## config.mk

```make
export PLATFORM = sky130hd
export DESIGN_NAME = log_uart_tx
export DESIGN_NICKNAME = d
export VERILOG_FILES = /design/src/rtl/log_uart_tx.sv
export SDC_FILE = /design/constraint.sdc
export NUM_CORES = 1
export LEC_CHECK = 0
export BUFFER_PORTS_ARGS = -buffer_cell sky130_fd_sc_hd__buf_2
export CAP_MARGIN = 0
export CORE_MARGIN = 10
export CORE_UTILIZATION = 60
export DETAILED_ROUTE_END_ITERATION = 8
export PLACE_DENSITY = 0.85
export SLEW_MARGIN = 20
export SYNTH_ARGS = -nofsm -noshare
export SYNTH_HDL_FRONTEND = slang
export SYNTH_SLANG_ARGS = --single-unit
```

## constraint.sdc

```tcl
create_clock -name clock -period 8.1 [get_ports clock]
set_input_delay 0.405 -clock clock [delete_from_list [all_inputs] [get_ports clock]]
set_output_delay 0.405 -clock clock [all_outputs]
set_load 0.01 [all_outputs]
```

## src/rtl/log_uart_tx.sv

```systemverilog
// log_uart_tx: buffers log RAM unload words in a small synchronous FIFO and
// serializes them as UART frames (start, data LSB first, stop) on o_tx.
// Optional even parity bit between data and stop: define LOG_UART_PARITY_EN.
`timescale 1ns/1ps
module log_uart_tx #(
  parameter int NB_DATA         = 8,
  parameter int CLKS_PER_BIT    = 868,
  parameter int NB_BAUD         = 10,
  parameter int FIFO_DEPTH_LOG2 = 4
) (
  input  logic               clock,
  input  logic               i_reset,
  input  logic [NB_DATA-1:0] i_data,
  input  logic               i_valid,
  output logic               o_ready,
  output logic               o_tx,
  output logic               o_busy,
  output logic               o_overflow
);

  localparam int NB_IDX = (NB_DATA > 1) ? $clog2(NB_DATA) : 1;
  localparam int DEPTH  = 1 << FIFO_DEPTH_LOG2;

  localparam logic [NB_BAUD-1:0]         BAUD_LAST  = NB_BAUD'(CLKS_PER_BIT - 1);
  localparam logic [NB_BAUD-1:0]         BAUD_ONE   = NB_BAUD'(1);
  localparam logic [NB_IDX-1:0]          IDX_LAST   = NB_IDX'(NB_DATA - 1);
  localparam logic [NB_IDX-1:0]          IDX_ONE    = NB_IDX'(1);
  localparam logic [FIFO_DEPTH_LOG2-1:0] PTR_ONE    = FIFO_DEPTH_LOG2'(1);
  localparam logic [FIFO_DEPTH_LOG2:0]   CNT_ONE    = (FIFO_DEPTH_LOG2 + 1)'(1);
  localparam logic [FIFO_DEPTH_LOG2:0]   COUNT_FULL = (FIFO_DEPTH_LOG2 + 1)'(DEPTH);

`ifdef LOG_UART_PARITY_EN
  typedef enum logic [2:0] {S_IDLE, S_START, S_DATA, S_PARITY, S_STOP} state_t;
`else
  typedef enum logic [1:0] {S_IDLE, S_START, S_DATA, S_STOP} state_t;
`endif

  // FIFO storage and bookkeeping
  logic [NB_DATA-1:0]         mem [DEPTH];
  logic [FIFO_DEPTH_LOG2-1:0] wr_ptr;
  logic [FIFO_DEPTH_LOG2-1:0] rd_ptr;
  logic [FIFO_DEPTH_LOG2:0]   count;
  logic                       push;
  logic                       pop;
  logic                       fifo_empty;

  // Transmitter
  state_t             state;
  state_t             state_next;
  logic [NB_BAUD-1:0] baud;
  logic [NB_IDX-1:0]  bit_idx;
  logic [NB_DATA-1:0] tx_word;
  logic               tx_bit;
  logic               baud_done;

  // Ready comes only from the registered count, so a pop in the same cycle
  // never lets a push into a full FIFO.
  assign o_ready    = (count != COUNT_FULL);
  assign push       = i_valid && o_ready;
  assign fifo_empty = (count == '0);
  assign baud_done  = (baud == BAUD_LAST);
  assign o_busy     = (state != S_IDLE) || !fifo_empty;

  // FIFO pointers and occupancy; pointers wrap naturally at the FIFO depth
  always_ff @(posedge clock) begin
    if (i_reset) begin
      wr_ptr <= '0;
      rd_ptr <= '0;
      count  <= '0;
    end else begin
      if (push) wr_ptr <= wr_ptr + PTR_ONE;
      if (pop)  rd_ptr <= rd_ptr + PTR_ONE;
      case ({push, pop})
        2'b10:   count <= count + CNT_ONE;
        2'b01:   count <= count - CNT_ONE;
        default: count <= count;
      endcase
    end
  end

  // FIFO word storage (data only, no reset)
  always_ff @(posedge clock) begin
    if (push) mem[wr_ptr] <= i_data;
  end

  // Word being transmitted; loaded from the FIFO head on every pop
  always_ff @(posedge clock) begin
    if (pop) tx_word <= mem[rd_ptr];
  end

  // Sticky overflow flag for words offered while the FIFO was full
  always_ff @(posedge clock) begin
    if (i_reset)                  o_overflow <= 1'b0;
    else if (i_valid && !o_ready) o_overflow <= 1'b1;
  end

  // Next-state, pop request and line level for the current state
  always_comb begin
    state_next = state;
    pop        = 1'b0;
    tx_bit     = 1'b1;
    case (state)
      S_IDLE: begin
        tx_bit = 1'b1;
        if (!fifo_empty) begin
          pop        = 1'b1;
          state_next = S_START;
        end
      end
      S_START: begin
        tx_bit = 1'b0;
        if (baud_done) state_next = S_DATA;
      end
      S_DATA: begin
        tx_bit = tx_word[bit_idx];
        if (baud_done && (bit_idx == IDX_LAST)) begin
`ifdef LOG_UART_PARITY_EN
          state_next = S_PARITY;
`else
          state_next = S_STOP;
`endif
        end
      end
`ifdef LOG_UART_PARITY_EN
      S_PARITY: begin
        tx_bit = ^tx_word;
        if (baud_done) state_next = S_STOP;
      end
`endif
      S_STOP: begin
        tx_bit = 1'b1;
        // Chain straight into the next start bit so frames stay contiguous
        if (baud_done) begin
          if (!fifo_empty) begin
            pop        = 1'b1;
            state_next = S_START;
          end else begin
            state_next = S_IDLE;
          end
        end
      end
      default: state_next = S_IDLE;
    endcase
  end

  // State, baud/bit counters and the registered line output
  always_ff @(posedge clock) begin
    if (i_reset) begin
      state   <= S_IDLE;
      baud    <= '0;
      bit_idx <= '0;
      o_tx    <= 1'b1;
    end else begin
      state <= state_next;
      o_tx  <= tx_bit;
      if ((state_next != state) || (state == S_IDLE) || baud_done) baud <= '0;
      else                                                         baud <= baud + BAUD_ONE;
      if (state != S_DATA) bit_idx <= '0;
      else if (baud_done)  bit_idx <= bit_idx + IDX_ONE;
    end
  end

endmodule

```

Yosys cells after proc, flatten, opt, wreduce, memory -nomap -nowiden
Memory sizes are Yosys's and may differ from the RTL's. A register that Yosys moved wholly into a read port is not among the register bits.
Cells that the tools add are included.
{"block": "op_classes", "addsub": 6, "n_lt_le_gt_ge": 1, "n_eq_ne": 10, "n_mux": 15, "reduce_logical": 15}
{"cell": "adder 10 x 1 -> 10 bit (second input constant)", "n": 1}
{"cell": "equality test 10 bit (second input constant)", "n": 1}
{"cell": "one-hot mux 5 bit (2 select lines)", "n": 1}
{"cell": "adder 4 x 1 -> 4 bit (second input constant)", "n": 2}
{"cell": "2-to-1 mux 2 bit", "n": 4}
{"cell": "one-hot mux 2 bit (4 select lines)", "n": 1}
{"cell": "equality test 2 bit (second input constant)", "n": 3}
{"cell": "2-to-1 mux 1 bit", "n": 6}
{"cell": "OR reduction 2 bit", "n": 3}
{"cell": "adder 5 x 1 -> 5 bit (second input constant)", "n": 1}
{"cell": "zero test 5 bit", "n": 1}
{"cell": "inequality test 5 bit (second input constant)", "n": 1}
{"cell": "subtractor 5 x 1 -> 5 bit (second input constant)", "n": 1}
{"cell": "equality test 2 x 1 -> 1 bit (second input constant)", "n": 2}
{"cell": "< comparator 3 x 4 -> 1 bit (second input constant)", "n": 1}
{"cell": "nonzero test 2 bit", "n": 2}
{"cell": "adder 3 x 1 -> 3 bit (second input constant)", "n": 1}
{"cell": "binary-select mux 1 bit (select 3 bit)", "n": 1}
{"cell": "equality test 3 bit (second input constant)", "n": 1}
{"cell": "logical AND 1 bit", "n": 3}
{"cell": "logical OR 1 bit", "n": 3}
{"cell": "one-hot mux 1 bit (3 select lines)", "n": 1}
{"cell": "zero test 1 bit", "n": 2}
{"cell": "zero test 2 bit", "n": 1}
{"cell": "other kinds (3)", "n": 3}
{"block": "totals", "register_bits": 30, "ramBits": 128, "inputBits": 11, "out_inout_bits": 4, "wordCells": 56, "memories": 1}
{"name": "mem", "depth": 16, "word_bits": 8, "read_ports": 1, "rd_ports_with_merged_regs": 1, "wr": 1, "line": "39", "source": "logic [NB_DATA-1:0] mem [DEPTH];"}

Logic depth before layout (Yosys ltp)
Gate-level depths: netlist (run 1).
{"block": "logic_depth", "depth_word": 8, "mapped_depth": 13}

Worst setup path after synthesis (run 1)
Ideal clock, no wire load.
{"block": "synth_path", "path_kind": "flip-flop to flip-flop", "startpoint": "register baud[2]", "endpoint": "register count[2]", "setup_ns": 0.070, "t_arrival_ns": 3.173, "path_slack_ns": 4.857, "stages_incl_launch_ff": 12, "period_less_slack_ns": 3.243, "path_cell_list": "dfxtp_1 or4b_4 o41a_1 nor3_4 ha_1 clkbuf_1 xor2_1 ha_1 a21oi_1 xnor2_1 or3_1 a21oi_1"}
{"block": "synth_via", "elab_chain_cells": 5, "elab_cells_between_ends": 7, "classes_between": "eq/ne (3); mux (3); reduce/logical (1)"}
{"item": "start: declaration", "line": "50", "source": "logic [NB_BAUD-1:0] baud;"}
{"item": "start signal: assignment", "line": "157", "source": "else baud <= baud + BAUD_ONE;"}
{"item": "equality test 10 bit (*)", "line": "61", "source": "assign baud_done = (baud == BAUD_LAST);"}
{"item": "2-to-1 mux 1 bit (*)", "line": "133", "source": "if (baud_done) begin"}
{"item": "one-hot mux 1 bit (2 select lines) (*)", "line": "102", "source": "case (state)"}
{"item": "via pop", "line": "44", "source": "logic pop;"}
{"item": "equality test 2 x 1 -> 1 bit / equality test 2 bit (equally long branches)", "line": "73", "source": "case ({push, pop})"}
{"item": "one-hot mux 5 bit (2 select lines) / nonzero test 2 bit (equally long branches)"}
{"item": "end signal: assignment", "line": "74", "source": "2'b10: count <= count + CNT_ONE;"}
{"item": "end signal: assignment", "line": "75", "source": "2'b01: count <= count - CNT_ONE;"}
{"item": "end signal: assignment", "line": "76", "source": "default: count <= count;"}
{"item": "end: declaration", "line": "42", "source": "logic [FIFO_DEPTH_LOG2:0] count;"}
The timed path passes the listed nets; every way through them passes the cells marked *.
A chain may end at the register's enable or synchronous reset.

Worst setup path in the final report (run 1)
{"block": "layout_path", "startpoint": "register baud[2]", "endpoint": "register count[4]"}
The elaborated chain is that of the path after synthesis.

==> impl_metrics.csv, run 1 <==
group,metric,value,unit
sta,slew_viol_final,0,
sta,hold_ws,307,ps
sta,finClkSkew,8.73,ps
worst_setup_path,critPathBufInv,0,
grt,track_usage,0.171,
power_and_ir_drop,internal-power,1.68,mW
cells_and_area,area_delta_synth_final,11.0,%
grt,grt_pass1_wl,21.6,mm
power_and_ir_drop,ir_drop,0.255,mV
placed_design,port_buffers,14,
min_path,hold_class,"in2reg",
cells_and_area,layout.cells.non_filler,639,
synth,synth_area,7060,um^2
grt,antenna_found_initial,0,
worst_setup_path,crit_path_max_fanout,12,
cells_and_area,drive_gt1_frac,0.157,
synth,synthCells,471,
worst_setup_path,cpPeakStageDelay,580,ps
synth,synth.area.top_cells,"edfxtp_1 58%, dfxtp_1 8.5%, mux4_2 5.4%",
worst_setup_path,reg2reg_depth,9,
detailed_routing,drcViolationCount,0,
floorplanning,num_rows,39,
detailed_routing,firstDrtPassIters,5,
clock_tree,cts_resized,0,
worst_setup_path,cp_data_required_time,8470,ps
floorplanning,fp.coreArea,11500,um^2
floorplanning,die_w,128,um
worst_setup_path,worstReg2RegEnd,"count[4]$_SDFFE_PP0P_",
synth,synthArstFlopShare,0,
sta,max-slew-margin-rel,0.325,
worst_setup_path,cpMaxStageDelayCell,"or4b_4",
placed_design,gp_congestion,0.888,
synth,synthFlopType,"edfxtp_1",
min_path,min_delay_path_depth,3,
floorplanning,initial_core_util,0.615,
synth,yosysTopAreaCell,"edfxtp_1",
worst_setup_path,reg2reg_slack,4510,ps
synth,synth_most_common_cell,"edfxtp_1",
sta,hold_viol,0,
worst_setup_path,crit_family,"simple AND/OR/NAND/NOR gates",
synth,yosysTopAreaCellShare,0.579,
worst_setup_path,cp.arrival,3960,ps
cells_and_area,layout.nets,511,
floorplanning,io_pins,15,
worst_setup_path,r2r-start,"baud[2]$_SDFF_PP0_",
placed_design,placedCellCount,607,
synth,synth_edf_count,136,
sta,finalSetupTns,0,ps
placed_design,hpwl,8.96,mm
power_and_ir_drop,powerDensity,305,nW/um^2
sta,rsz0062_at_grt,"no",
clock_tree,clock_latency,430,ps
min_path,holdPathEnd,"o_overflow$_SDFFE_PP0P_",
clock_tree,postCtsHoldBufs,0,
synth,seq_area_frac_synth,0.664,
clock_tree,clock-sinks,166,
sta,period_needed,3590,ps
cells_and_area,fillerInstances,728,
outcome,status,"finished clean",
synth,syn_area_per_cell,15.0,um^2
power_and_ir_drop,leakage,2.60,nW
sta,max_freq,0.279,GHz
synth,ys_seq_elements,166,
grt,overflow,0,
clock_tree,cts_setup_buffers,0,
power_and_ir_drop,power_frac_comb,0.223,
clock_tree,clock_path_buffers,2,
detailed_routing,drt-initial-drc-count,346,
synth,yosys.cell_types.count,54,
worst_setup_path,startpoint_type,"flip-flop",
power_and_ir_drop,p_switching,0.712,mW
power_and_ir_drop,p_clk_frac,0.337,
sta,worst-slew-pin-transition,1010,ps
worst_setup_path,crit_chain,"or4b_4 -> o41a_1 -> nor3_4 -> ha_1 -> ha_1 -> or4b_2 -> a21oi_1 -> a31oi_1 -> nand3_1",
detailed_routing,detail-route-antenna-nets,0,
power_and_ir_drop,pwr-share-seq,0.439,
grt,grt_pass1_vias,4059,
clock_tree,clkTransAtPathRegs,60,ps
sta,finalSetupViolCount,0,
worst_setup_path,critical_path_class,"reg2reg",
worst_setup_path,crit_path_end_kind,"flip-flop",
cells_and_area,antenna_cells,0,
synth,netlist_top_cells_count,"136 x edfxtp_1, 38 x mux2i_1, 31 x nor2_1, 30 x dfxtp_1, 22 x nand2_1",
synth,yosysWarnings,0,
grt,grt_start_max_net_pins,53,
clock_tree,cts_tree,"done",
power_and_ir_drop,p_sw_frac,0.298,
clock_tree,cts_root_buf,"clkbuf_16",
sta,finalCritPeriodShare,0.443,
detailed_routing,vias_per_cell,6.35,
detailed_routing,wirelength,13.6,mm
clock_tree,cts_buffers,17,
flow_run,maxCapViolCount,0,
synth,syn_nets,499,
floorplanning,die_height,128,um
clock_tree,h-tree-depth,4,
floorplanning,fp.dieArea,16500,um^2
detailed_routing,wl_per_cell,21.3,um
detailed_routing,dr_total_vias,4055,
min_path,hold_start,"i_valid",
worst_setup_path,path_common_cell,"ha_1",
placed cells by master (no fill, tap or decap), types with 2 or more instances in the layout:
cell type and n:
nor3_1 15, nand2_1 22, xnor2_1 9, a221oi_1 16
a21oi_1 7, a22oi_1 9, clkinv_4 3, clkinv_1 3
mux2_2 3, nor2_1 31, xor2_1 6, ha_1 17
a211o_1 3, buf_2 14, nand2b_1 9, or3_1 3
nor4_1 3, clkbuf_16 17, inv_1 13, buf_4 5
inv_8 3, nand3_1 6, dfxtp_1 29, o21ai_0 12
o22ai_1 3, o211ai_1 3, mux2_1 2, nor3_4 2
mux2i_1 38, a31oi_1 3, bufinv_16 2, edfxtp_1 136
mux4_2 17, inv_6 4, nor2b_1 2
logic make-up after synthesis:
logic type | share of synthesized area
DFF | 0.664
and+or+nand+nor | 0.0779
AOI/OAI and AO/OA | 0.0711
muxes | 0.116
buffers and inverters | 0.0222
adders and majority gates | 0.0301
xor gates and xnor gates | 0.0186
tightest hold or removal path: cells and delay by family:
kind | cells | cell delay [ps]
compound gates | 1 | 90
buf+inv | 1 | 120
simple gates | 1 | 80
state kept, by name, indices dropped and copies added, names as in the netlist:
signal      count
wr_ptr          4
o_tx            1
rd_ptr          4
mem           128
baud           10
bit_idx         3
tx_word         8
state           2
o_overflow      1
count           5
per-stage QoR:
stage / power [mW] / area (um^2) / util / setup slack, ps
floorplan: 1.46 / 7060 / - / 4860
global placement: 1.57 / 7240 / 0.631 / 4670
detailed placement: 1.60 / 7240 / 0.631 / 4550
CTS: 2.40 / 7830 / 0.683 / 4520
global route: 2.49 / 7830 / 0.683 / 4350
finish: 2.39 / 7830 / 0.683 / 4510
worst max path at each step:
stage / start / endpoint / slack (ps) / cells after the start
floorplan: baud[2]$_SDFF_PP0_ / count[2]$_SDFFE_PP0P_ / 4860 / 11
global placement: baud[2]$_SDFF_PP0_ / count[4]$_SDFFE_PP0P_ / 4670 / 9
detailed placement: baud[2]$_SDFF_PP0_ / count[4]$_SDFFE_PP0P_ / 4550 / 9
CTS: baud[2]$_SDFF_PP0_ / count[4]$_SDFFE_PP0P_ / 4520 / 9
global route: baud[2]$_SDFF_PP0_ / count[4]$_SDFFE_PP0P_ / 4350 / 9
finish: baud[2]$_SDFF_PP0_ / count[4]$_SDFFE_PP0P_ / 4510 / 9
power groups by stage:
stage,clock [mW],sequential (mW),combinational (mW)
3_5_place_dp,0,1.07,0.531
3_3_place_gp,0,1.06,0.507
5_1_grt,0.848,1.06,0.586
4_1_cts,0.812,1.05,0.534
2_1_floorplan,0,1.04,0.423
6_report,0.806,1.05,0.534
area by class of cell:
| cell class | instances | area (um^2) | share of cell area |
|---|---|---|---|
| Clock buffer | 18 | 429 | 0.0548 |
| Multi-Input combinational cell | 265 | 2220 | 0.283 |
| Timing Repair Buffer | 19 | 108 | 0.0137 |
| Sequential cell | 166 | 4690 | 0.598 |
| Clock inverter | 14 | 163 | 0.0208 |
| Tap cell | 143 | 179 | 0.0228 |
| Inverter | 14 | 52.6 | 0.00671 |
routing by layer:
| metal | GRT usage | vias up | share of wire |
|---|---|---|---|
| li1 | - | 1848 | - |
| met4 | 0.0570 | 0 | 0.014 |
| met5 | 0 | - | 0 |
| met1 | 0.198 | 2046 | 0.40 |
| met2 | 0.295 | 139 | 0.53 |
| met3 | 0.0542 | 22 | 0.057 |
No activity file was read; power rests on OpenSTA's default activity.
==> run 2: changes to the inputs <==
--- a/config.mk
+++ b/config.mk
@@ -5,12 +5,13 @@
 export SDC_FILE = /design/constraint.sdc
 export NUM_CORES = 1
 export LEC_CHECK = 0
+export ABC_AREA = 1
 export BUFFER_PORTS_ARGS = -buffer_cell sky130_fd_sc_hd__buf_2
 export CAP_MARGIN = 0
 export CORE_MARGIN = 10
-export CORE_UTILIZATION = 60
+export CORE_UTILIZATION = 56
 export DETAILED_ROUTE_END_ITERATION = 8
-export PLACE_DENSITY = 0.85
+export PLACE_DENSITY = 0.83
 export SLEW_MARGIN = 20
 export SYNTH_ARGS = -nofsm -noshare
 export SYNTH_HDL_FRONTEND = slang
==> constraint.sdc (replaced) <==
create_clock -name clock -period 3.3 [get_ports clock]
set_input_delay 0.165 -clock clock [delete_from_list [all_inputs] [get_ports clock]]
set_output_delay 0.165 -clock clock [all_outputs]
set_load 0.01 [all_outputs]
==> run 2 against run 1 <==
Global-route usage fell by 0.19 points. Hold slack lost 220 ps. Maximum frequency is 31% higher. Synthesized cell count up 29%. Non-clock buffer count rose by 2. Critical path depth rose by 6. Largest power group unchanged. Highest routed layer unchanged.
==> impl_metrics.csv, run 2 <==
group,metric,value,unit
power_and_ir_drop,ir_drop,0.537,mV
worst_setup_path,startpoint_type,"flip-flop",
grt,track_usage,0.169,
floorplanning,die_w,132,um
worst_setup_path,crit_path_max_fanout,5,
floorplanning,fp.dieArea,17300,um^2
detailed_routing,drcViolationCount,0,
floorplanning,num_rows,40,
cells_and_area,drive_gt1_frac,0.124,
power_and_ir_drop,p_clk_frac,0.320,
synth,yosys.cell_types.count,36,
synth,ys_seq_elements,166,
sta,period_needed,2740,ps
sta,max_freq,0.365,GHz
power_and_ir_drop,p_sw_frac,0.320,
sta,finalSetupTns,0,ps
cells_and_area,layout.nets,654,
grt,overflow,0,
flow_run,maxCapViolCount,0,
cells_and_area,layout.cells.non_filler,807,
worst_setup_path,crit_chain,"ha_1 -> nand2_1 -> nor2_4 -> nand3_1 -> nand2_1 -> nand3_1 -> inv_1 -> ha_1 -> xor2_1 -> ha_1 -> a21o_1 -> a31oi_1 -> xor2_1 -> nand2_1 -> a21oi_1",
power_and_ir_drop,leakage,2.79,nW
synth,synth.area.top_cells,"edfxtp_1 59%, dfxtp_1 8.6%, nand2_1 4.8%",
placed_design,placedCellCount,774,
cells_and_area,mostFrequentLayoutCells,"136 x edfxtp_1, 90 x nand2_1, 76 x nor2_1",
clock_tree,cts_setup_buffers,0,
sta,rsz0062_at_grt,"no",
power_and_ir_drop,p_switching,1.86,mW
placed_design,port_buffers,14,
detailed_routing,wirelength,14.8,mm
worst_setup_path,cp.arrival,3090,ps
cells_and_area,finish.utilization,0.642,
floorplanning,io_pins,15,
worst_setup_path,crit_path_end_kind,"flip-flop",
cells_and_area,top_register,"mem",
worst_setup_path,cp_data_required_time,3650,ps
sta,finClkSkew,8.98,ps
floorplanning,fp.coreArea,12100,um^2
synth,seq_area_frac_synth,0.671,
clock_tree,cts_buffers,17,
synth,synthFlopType,"edfxtp_1",
synth,netlist_top_cells_count,"136 x edfxtp_1, 90 x nand2_1, 76 x nor2_1, 53 x o21ai_0, 37 x inv_1",
sta,worst-slew-pin-transition,857,ps
sta,hold_viol,0,
clock_tree,clock-sinks,166,
clock_tree,cts_tree,"done",
sta,finalSetupViolCount,0,
cells_and_area,regArea,4690,um^2
cells_and_area,reg.largest.list,"mem (128), baud (10), tx_word (8)",
synth,yosysWarnings,0,
worst_setup_path,cpMaxStageDelayCell,"dfxtp_1",
detailed_routing,dr_total_vias,4668,
power_and_ir_drop,internal-power,3.95,mW
synth,syn_area_per_cell,11.5,um^2
placed_design,place_worst_setup_slack,646,ps
clock_tree,h-tree-depth,4,
synth,synthCells,608,
synth,syn_nets,636,
synth,synth_edf_count,136,
synth,synthArstFlopShare,0,
clock_tree,clkTransAtPathRegs,60,ps
detailed_routing,detail-route-antenna-nets,0,
floorplanning,die_height,132,um
detailed_routing,firstDrtPassIters,5,
clock_tree,cts_root_buf,"clkbuf_16",
grt,grt_pass1_wl,23.2,mm
grt,grt_pass1_vias,4505,
clock_tree,postCtsHoldBufs,1,
detailed_routing,drt-initial-drc-count,542,
clock_tree,cts_resized,0,
grt,antenna_found_initial,0,
synth,yosysTopAreaCellShare,0.585,
power_and_ir_drop,powerDensity,748,nW/um^2
sta,hold_ws,86.6,ps
cells_and_area,mostFrequentLayoutCell,"edfxtp_1",
cells_and_area,multi_input_area,2050,um^2
sta,final.setup.worst_slack,560,ps
worst_setup_path,critical_path_class,"reg2reg",
outcome,status,"finished clean",
detailed_routing,wl_per_cell,18.3,um
sta,max-slew-margin-rel,0.427,
synth,synth_area,6980,um^2
placed_design,hpwl,9.23,mm
cells_and_area,fillerInstances,923,
synth,yosysTopAreaCell,"edfxtp_1",
detailed_routing,vias_per_cell,5.78,
sta,slew_viol_final,0,
power_and_ir_drop,power_frac_comb,0.244,
cells_and_area,largest_register_ffs,128,
cells_and_area,antenna_cells,0,
floorplanning,initial_core_util,0.576,
synth,synth_most_common_cell,"edfxtp_1",
placed_design,gp_congestion,0.933,
min_path,hold_class,"in2reg",
cells_and_area,area_delta_synth_final,11.3,%
grt,grt_start_max_net_pins,67,
clock_tree,clock_path_buffers,2,
worst_setup_path,cpPeakStageDelay,370,ps
power_and_ir_drop,pwr-share-seq,0.437,
clock_tree,clock_latency,420,ps
sta,finalCritPeriodShare,0.830,
==> run 2: critical path, delay by kind of cell, from the launching register on <==
family          cells  cell delay [ps]
fa+ha+maj           3              680
simple gates        6              670
compound gates      3              550
flops               1              370
xor+xnor            2              300
buf+inv             1              120
==> run 2: worst paths after layout <==
check,start,end,slack [ps],cells past startpoint
worst max-delay path,baud[0]$_SDFF_PP0_,count[4]$_SDFFE_PP0P_,560,15
worst min-delay path,i_reset,o_overflow$_SDFFE_PP0P_,90,2
worst max register to register,baud[0]$_SDFF_PP0_,count[4]$_SDFFE_PP0P_,560,15
worst min register to register,baud[0]$_SDFF_PP0_,baud[0]$_SDFF_PP0_,460,1
==> run 2: area by class of cell <==
class / instances / area share
flip-flops and latches: 166 / 0.603
well taps: 168 / 0.0271
inverters: 40 / 0.0193
clock buffers: 18 / 0.0552
repair buffers: 21 / 0.0161
clock inverters: 14 / 0.0159
multi-input cells: 380 / 0.263
==> run 2: kinds of logic (layout without fill, tap and decap cells) <==
kind of cell / count (synthesis) / count (layout) / synth area share
XOR/XNOR: 14 / 14 / 0.0176
buffers and inverters: 62 / 93 / 0.0358
AND/OR/NAND/NOR: 224 / 224 / 0.141
flip-flops: 166 / 166 / 0.671
adder cells (fa/ha/maj): 17 / 17 / 0.0305
AO/OA/AOI/OAI: 125 / 125 / 0.104
==> run 2: power groups by stage <==
stage / logic, mW / registers (mW) / clock network (mW)
after floorplan: 1.03 / 2.57 / 0
after CTS: 1.40 / 2.54 / 1.87
final: 1.42 / 2.54 / 1.86
after global routing: 1.57 / 2.56 / 1.96
after global placement: 1.31 / 2.57 / 0
after detailed placement: 1.38 / 2.58 / 0
==> run 2: metrics by stage <==
stage | cell area [um^2] | total power, mW
after global placement | 7210 | 3.88
after CTS | 7770 | 5.82
after detailed placement | 7210 | 3.97
final | 7770 | 5.81
after floorplan | 6980 | 3.60
after global routing | 7770 | 6.09
==> run 2: routing by layer <==
| layer | global-route usage | vias to the layer above | share of wire |
|---|---|---|---|
| met5 | 0 | - | 0 |
| met4 | 0.0674 | 0 | 0.022 |
| met3 | 0.0431 | 29 | 0.083 |
| met2 | 0.273 | 238 | 0.49 |
| met1 | 0.213 | 2209 | 0.41 |
| li1 | - | 2192 | - |
==> run 3: changes to the inputs <==
==> constraint.sdc (replaced) <==
create_clock -name clock -period 2.3 [get_ports clock]
set_input_delay 0.115 -clock clock [delete_from_list [all_inputs] [get_ports clock]]
set_output_delay 0.115 -clock clock [all_outputs]
set_load 0.01 [all_outputs]
==> run 3 against run 2 <==
Maximum frequency grew 20%. Clock skew is essentially flat. Global-route usage grew 1.0 points. Sequential power grew 44%. Critical path depth shrank 1. Worst setup slack lost 550 ps. Core utilization grew 2.8 points. Sequential cell count is the same. Non-clock buffer count grew 26. Critical endpoint unchanged.
==> impl_metrics.csv, run 3 (synthesis results as in run 2) <==
group,metric,value,unit
outcome,status,"finished clean",
clock_tree,clock_latency,430,ps
sta,finalSetupViolCount,0,
sta,worst-slew-pin-transition,481,ps
worst_setup_path,crit_path_max_fanout,4,
min_path,hold_start,"i_data[2]",
sta,max-slew-margin-rel,0.679,
floorplanning,die_w,132,um
placed_design,hpwl,9.54,mm
detailed_routing,dr_wl_met2,7.49,mm
cells_and_area,mostFrequentLayoutCell,"edfxtp_1",
cells_and_area,layout.nets,680,
floorplanning,fp.dieArea,17300,um^2
power_and_ir_drop,pwr-share-seq,0.412,
cells_and_area,area_delta_synth_final,16.1,%
detailed_routing,wl_per_cell,18.5,um
clock_tree,clkTransAtPathRegs,70,ps
worst_setup_path,worstReg2RegEnd,"count[4]$_SDFFE_PP0P_",
worst_setup_path,startpoint_type,"flip-flop",
power_and_ir_drop,p_clk_frac,0.334,
worst_setup_path,cp.arrival,2650,ps
clock_tree,cts_buffers,17,
power_and_ir_drop,power_frac_comb,0.254,
cells_and_area,drive_gt1_frac,0.171,
worst_setup_path,cp_data_required_time,2660,ps
placed_design,placedCellCount,797,
min_path,holdPathEnd,"mem[9][2]$_DFFE_PP_",
cells_and_area,mostFrequentLayoutCells,"136 x edfxtp_1, 90 x nand2_1, 76 x nor2_1",
clock_tree,h-tree-depth,4,
power_and_ir_drop,powerDensity,1090,nW/um^2
placed_design,port_buffers,14,
floorplanning,io_pins,15,
cells_and_area,largest_register_ffs,128,
cells_and_area,top_register,"mem",
sta,hold_ws,84.1,ps
cells_and_area,layout.cells.non_filler,833,
clock_tree,clock_path_buffers,2,
min_path,min_delay_path_depth,1,
sta,period_needed,2290,ps
worst_setup_path,crit_path_end_kind,"flip-flop",
worst_setup_path,critical_path_class,"reg2reg",
floorplanning,initial_core_util,0.576,
detailed_routing,vias_per_cell,5.89,
worst_setup_path,reg2reg_slack,10,ps
clock_tree,cts_tree,"done",
detailed_routing,drt-initial-drc-count,649,
cells_and_area,finish.utilization,0.669,
power_and_ir_drop,p_total,8.85,mW
clock_tree,cts_root_buf,"clkbuf_16",
clock_tree,clock-sinks,166,
grt,grt_start_max_net_pins,67,
power_and_ir_drop,leakage,2.96,nW
sta,max_freq,0.437,GHz
grt,antenna_found_initial,0,
grt,track_usage,0.179,
placed_design,dpl_cell_area,7440,um^2
detailed_routing,highest_layer,"met4",
power_and_ir_drop,p_switching,2.81,mW
detailed_routing,dr_total_vias,4904,
worst_setup_path,r2r-start,"state[0]$_SDFF_PP0_",
grt,grt_pass1_vias,4838,
grt,grt_pass1_wl,24.4,mm
sta,hold_viol,0,
power_and_ir_drop,ir_drop,0.770,mV
power_and_ir_drop,internal-power,6.05,mW
cells_and_area,reg.largest.list,"mem (128), baud (10), tx_word (8)",
cells_and_area,postLayoutCellArea,8100,um^2
flow_run,maxCapViolCount,0,
sta,rsz0062_at_grt,"yes",
cells_and_area,antenna_cells,0,
detailed_routing,drcViolationCount,0,
placed_design,gp_congestion,0.921,
floorplanning,fp.coreArea,12100,um^2
min_path,hold_class,"in2reg",
floorplanning,die_height,132,um
detailed_routing,firstDrtPassIters,5,
sta,finClkSkew,8.49,ps
sta,slew_viol_final,0,
sta,finalCritPeriodShare,0.995,
detailed_routing,wl_met1,6.07,mm
floorplanning,num_rows,40,
detailed_routing,dr_wl_met3,1.41,mm
power_and_ir_drop,p_sw_frac,0.317,
worst_setup_path,reg2reg_depth,14,
grt,overflow,0,
detailed_routing,detail-route-antenna-nets,0,
detailed_routing,wirelength,15.4,mm
## run 3: cell types whose count changed in the layout (fill, tap and decap cells not counted), sizes merged
cell,before,now
clkinv,6,5
clkbuf,18,17
buf,20,45
dlygate4sd3,1,2
bufinv,1,3
## run 3: cell type report
type / count / area, um^2
sequential: 166 / 4690
fill: 848 / 4010
multi-input combinational: 380 / 2080
clock buffer: 17 / 425
timing repair buffer: 47 / 348
tap: 168 / 210
clock inverter: 15 / 193
inverter: 40 / 153
## run 3: metal layers
| layer | GRT usage | up-vias |
|---|---|---|
| met5 | 0 | - |
| li1 | - | 2244 |
| met2 | 0.284 | 248 |
| met1 | 0.220 | 2372 |
| met3 | 0.0488 | 40 |
| met4 | 0.0927 | 0 |
## run 3: per-stage QoR
step	setup TNS (ps)	setup slack (ps)
after floorplan	0	21.5
after global placement	0	11.1
after detailed placement	-43.9	-43.9
after CTS	0	12.2
after global routing	-246	-128
final	0	11.8
## run 3: how the worst max path moves through the flow
stage	startpoint	end	slack, ps	cells past startpoint
6_report	state[0]$_SDFF_PP0_	count[4]$_SDFFE_PP0P_	10	14
5_1_grt	baud[0]$_SDFF_PP0_	count[4]$_SDFFE_PP0P_	-130	15
4_1_cts	baud[0]$_SDFF_PP0_	count[4]$_SDFFE_PP0P_	10	15
3_5_place_dp	baud[0]$_SDFF_PP0_	count[4]$_SDFFE_PP0P_	-40	15
3_3_place_gp	baud[0]$_SDFF_PP0_	count[4]$_SDFFE_PP0P_	10	15
2_1_floorplan	baud[0]$_SDFF_PP0_	count[4]$_SDFFE_PP0P_	20	15
## run 3: power by group through the flow
stage / Combinational (mW) / Clock, mW / Sequential, mW
finish: 2.25 / 2.96 / 3.65
floorplan: 1.53 / 0 / 3.69
detailed placement: 2.17 / 0 / 3.71
global placement: 2.08 / 0 / 3.71
global route: 2.52 / 3.11 / 3.67
CTS: 2.20 / 2.98 / 3.65
## run 3: worst max-delay path: stages, from the launching register on
cell     delay, ps
dfxtp_1        400
inv_1           80
ha_1           230
inv_1           60
nand2_1         60
nand3_2         90
inv_4           40
ha_4           170
xor2_1         160
ha_1           190
a21o_1         170
a31oi_1        190
xor2_1         160
nand2_1         90
a21oi_2        110
## run 3: repair_timing
item	CTS	global route
pin swaps	1	2
endpoints found under the setup margin	1	3
gates resized for setup	0	3
endpoints found under the hold margin	3	0
hold buffers	2	0
setup buffers	1	1
gates cloned	0	0
